File: src/rtl/oai22_vector_sequencer.sv
// Clocked exhaustive checker for one OAI22 cell: drives all 16 input vectors,
// waits SETTLE_CYCLES, samples zn and counts mismatches. Optional build macro:
// OAI22_SEQ_STOP_ON_ERR_EN ends a run at the first mismatch.
module oai22_vector_sequencer #(
  parameter int unsigned SETTLE_CYCLES = 2
) (
  input  logic       clk,
  input  logic       rst,
  input  logic       start,
  input  logic       zn,
  output logic       a1,
  output logic       a2,
  output logic       b1,
  output logic       b2,
  output logic       busy,
  output logic       done,
  output logic       pass,
  output logic [4:0] err_count,
  output logic [3:0] fail_vec,
  output logic [3:0] vec_idx
);

  typedef enum logic [2:0] {IDLE, APPLY, SETTLE, SAMPLE, DONE} state_t;

`ifdef OAI22_SEQ_STOP_ON_ERR_EN
  localparam bit StopOnErr = 1'b1;
`else
  localparam bit StopOnErr = 1'b0;
`endif

  state_t     state_q, state_d;
  logic [7:0] settle_cnt;
  logic       expected;
  logic       mismatch;
  logic       last_vec;
  logic       settle_last;

  // Expected value comes from the registered drives, not from vec_idx.
  assign expected    = ~((a1 | a2) & (b1 | b2));
  // Case inequality so an X or Z on zn is reported as a mismatch.
  assign mismatch    = (zn !== expected);
  assign last_vec    = (vec_idx == 4'd15);
  assign settle_last = (settle_cnt == 8'(SETTLE_CYCLES - 1));
  assign busy        = (state_q != IDLE);

  always_ff @(posedge clk) begin
    // NOTE: sequential state uses non-blocking assignments so every register
    // samples the pre-edge values regardless of statement order.
    if (rst) state_q <= IDLE;
    else     state_q <= state_d;
  end

  always_comb begin
    // NOTE: default first so no path leaves state_d unassigned (no latch).
    state_d = state_q;
    unique case (state_q)
      IDLE:    if (start) state_d = APPLY;
      APPLY:   state_d = SETTLE;
      SETTLE:  if (settle_last) state_d = SAMPLE;
      SAMPLE:  state_d = (last_vec || (StopOnErr && mismatch)) ? DONE : APPLY;
      DONE:    state_d = IDLE;
      default: state_d = IDLE;
    endcase
  end

  always_ff @(posedge clk) begin
    if (rst) begin
      {a1, a2, b1, b2} <= 4'd0;
      done             <= 1'b0;
      pass             <= 1'b0;
      err_count        <= 5'd0;
      fail_vec         <= 4'd0;
      vec_idx          <= 4'd0;
      settle_cnt       <= 8'd0;
    end else begin
      done <= 1'b0;
      unique case (state_q)
        IDLE: begin
          if (start) begin
            err_count <= 5'd0;
            fail_vec  <= 4'd0;
            pass      <= 1'b0;
            vec_idx   <= 4'd0;
          end
        end
        APPLY: begin
          {a1, a2, b1, b2} <= vec_idx;
          settle_cnt       <= 8'd0;
        end
        SETTLE: settle_cnt <= settle_cnt + 8'd1;
        SAMPLE: begin
          if (mismatch) begin
            err_count <= err_count + 5'd1;
            fail_vec  <= vec_idx;
          end
          if (state_d == APPLY) vec_idx <= vec_idx + 4'd1;
        end
        DONE: begin
          done <= 1'b1;
          pass <= (err_count == 5'd0);
        end
        default: ;
      endcase
    end
  end

endmodule
File: config.mk
export PLATFORM = sky130hd
export DESIGN_NAME = oai22_vector_sequencer
export DESIGN_NICKNAME = d
export VERILOG_FILES = /design/src/rtl/oai22_vector_sequencer.sv
export SDC_FILE = /design/constraint.sdc
export NUM_CORES = 1
export LEC_CHECK = 0
export ABC_AREA = 1
export BUFFER_PORTS_ARGS = -buffer_cell sky130_fd_sc_hd__buf_4
export CORE_ASPECT_RATIO = 0.9
export CORE_MARGIN = 10
export CORE_UTILIZATION = 43
export DETAILED_ROUTE_END_ITERATION = 7
export PLACE_DENSITY = 0.7
export SLEW_MARGIN = 20
export SYNTH_ARGS = -nofsm -noshare
export SYNTH_HDL_FRONTEND = slang
export SYNTH_SLANG_ARGS = --single-unit
File: constraint.sdc
create_clock -name clk -period 2.35 [get_ports clk]
set_clock_uncertainty 0.1 [all_clocks]
set_input_delay 0.1175 -clock clk [delete_from_list [all_inputs] [get_ports clk]]
set_output_delay 0.1175 -clock clk [all_outputs]
set_load 0.05 [all_outputs]
==> impl_metrics.yaml <==
outcome:
  status: "completed"
pwr:
  seqPwrFrac_pct: 44.7
  power.density_nw_per_um2: 678
  p_sw_share_pct: 28.0
  ir_drop_uv: 304
  pwr-share-clk_pct: 40.3
  pwr-share-comb_pct: 15.0
  power_leakage_uw: 0.000769
  switchingPower_uw: 339
  p_int_uw: 871
flow_run:
  maxCapViolations: 0
synthesis:
  synthArstFlopShare_pct: 0
  ys_seq_elements: 30
  yosys_warnings: 0
  synthCells: 207
  synth_cell_type_count: 22
  yosysSeqAreaShare_pct: 40.9
  avgSynthCellArea_um2: 7.09
  synth_nets: 216
  synthFlopType: "dfxtp_1"
  synth-edff-count: 0
  netlist_area_um2: 1470
sta:
  slew_headroom_pct: 57.4
  rsz0062_at_grt: "false"
  fin_crit_sh_pct: 63.2
  max_freq_ghz: 0.673
  tightest_slew_ns: 0.639
  finalHoldViolCount: 0
  fin_setup_tns_ns: 0
  finalSetupViolCount: 0
  final_max_slew_viol_count: 0
  setup_ws_ns: 0.864
  holdWs_ns: 0.0147
  fin_crit_ns: 1.49
routing:
  ant_nets: 0
  dr_wl_met2_mm: 1.37
  vias: 1372
  top_layer: "met4"
  wl_met1_mm: 1.62
  avgRoutedWirePerCell_um: 11.9
  drt-pass1-iter-count: 4
  met3RoutedLength_um: 235
  drc: 0
  vias_per_cell: 4.95
  drtIter0Drc: 95
  wl_mm: 3.28
final_layout:
  fin_util_pct: 53.6
  fin_area_um2: 1780
  layout-drive-gt1-share_pct: 17.2
  nets: 241
  diodes: 0
  synthToLayoutAreaGrowth_pct: 21.5
clock_network:
  cts_max_level: 2
  cts_buffers: 5
  clockBufferDepth: 2
  holdBufCountCts: 0
  cts_resized: 0
  clkLatencyLatePin_ns: 0.28
  cts_root_buffer: "clkbuf_8"
  cts_sinks: 30
  cts_tree: "done"
  clk_pin_slew_ns: 0.06
  post_cts_buffers: 0
floorplan:
  fp.dieH_um: 75.4
  die-area_um2: 6150
  ios: 24
  rows: 20
  die_w_um: 81.6
  fp.coreArea_um2: 3330
  initial_core_util_pct: 44.1
worst_setup_path:
  cp.arrival_ns: 1.57
  worstPathRequired_ns: 2.43
  r2r_cells: 8
  cp-start-kind: "flip-flop"
  worstSetupPathType: "reg2reg"
  crit_fanout: 7
  worstSetupEndpointType: "flip-flop"
worst_hold_path:
  hold_path_class: "in2reg"
  holdPathStages: 2
global_routing:
  grt_first_pass_wirelength_mm: 5.51
  grt.total_usage_pct: 11.3
  grt_max_degree: 24
  gr-total-overflow: 0
  grt_pass1_vias: 1208
  antenna_found_initial: 0
place:
  hpwl_mm: 2.41
  pre_cts_ws_ns: 0.887
  postPlaceCellArea_um2: 1670
  port_buffers: 23
  place_congestion: 0.810
==> worst paths after layout <==
check	startpoint	endpoint	slack (ns)
worst max-delay path	vec_idx[0]	vec_idx[3]	0.86
worst min register to register	b1	b1	0.37
worst max register to register	vec_idx[0]	vec_idx[3]	0.86
worst min-delay path	rst	err_count[4]	0.01
==> layout by cell type (no fill, tap or decap), types with 4 or more instances in the layout <==
master / n
nand2_1: 45
a21oi_1: 19
inv_1: 29
clkbuf_8: 8
nand3_1: 24
buf_4: 23
nor3_1: 4
nor2_1: 17
o21ai_0: 14
dfxtp_1: 30
ha_1: 5
==> area by class of cell <==
cell class	instances	area, um^2
inverter	31	121
fill	337	1550
tap	44	55.1
sequential	30	601
timing repair buffer	23	173
multi-input combinational	141	723
clock buffer	8	110
==> stage by stage <==
step	power, uW	instances
6_report	1210	277
4_1_cts	1220	277
3_5_place_dp	733	269
2_1_floorplan	685	207
5_1_grt	1270	277
3_3_place_gp	732	269
==> logic make-up (layout without fill, tap and decap cells) <==
| group | after synthesis | after routing | share of synthesized area, % |
|---|---|---|---|
| simple gates | 100 | 100 | 32.1 |
| buf+inv | 36 | 62 | 9.80 |
| compound gates | 35 | 35 | 12.3 |
| flops | 30 | 30 | 40.9 |
| fa+ha+maj | 5 | 5 | 4.26 |
| xor+xnor | 1 | 1 | 0.597 |
==> cells in the mapped netlist (all sizes together) (2+ instances only) <==
cell type  number  area share, %
nand2          48             13
nand3          26             11
ha              5            4.3
buf             3            1.0
nor3            5            2.0
o21ai          15            5.4
a21oi          19            6.5
clkbuf          2           0.51
nor2           17            4.3
dfxtp          30             41
inv            30            7.7
nand4           3            1.3
==> registers in the layout, summed over array words and instances (netlist names) <==
register    cells
a1              1
b2              1
pass            1
a2              1
b1              1
vec_idx         4
state_q         3
done            1
fail_vec        4
settle_cnt      8
err_count       5
==> routing by layer <==
layer	up-vias	global-route usage, %
li1	725	-
met1	603	14.6
met2	38	16.6
met3	6	4.01
met4	0	4.91
met5	-	0
==> power groups by stage <==
stage / clock network, uW / registers, uW / logic (uW)
after floorplan: 0 / 589 / 95.3
after global placement: 0 / 551 / 181
after detailed placement: 0 / 552 / 181
after CTS: 500 / 540 / 182
after global routing: 524 / 543 / 200
final: 488 / 540 / 181
==> worst max-delay path: stages (launching register included) <==
cell     delay (ns)
dfxtp_1        0.46
ha_1           0.21
nand2_1        0.09
o21ai_2        0.17
nand2_2        0.10
inv_2          0.10
nand2_1        0.05
nand3_1        0.06
inv_1          0.05
Power figures use the tool's default switching activity.
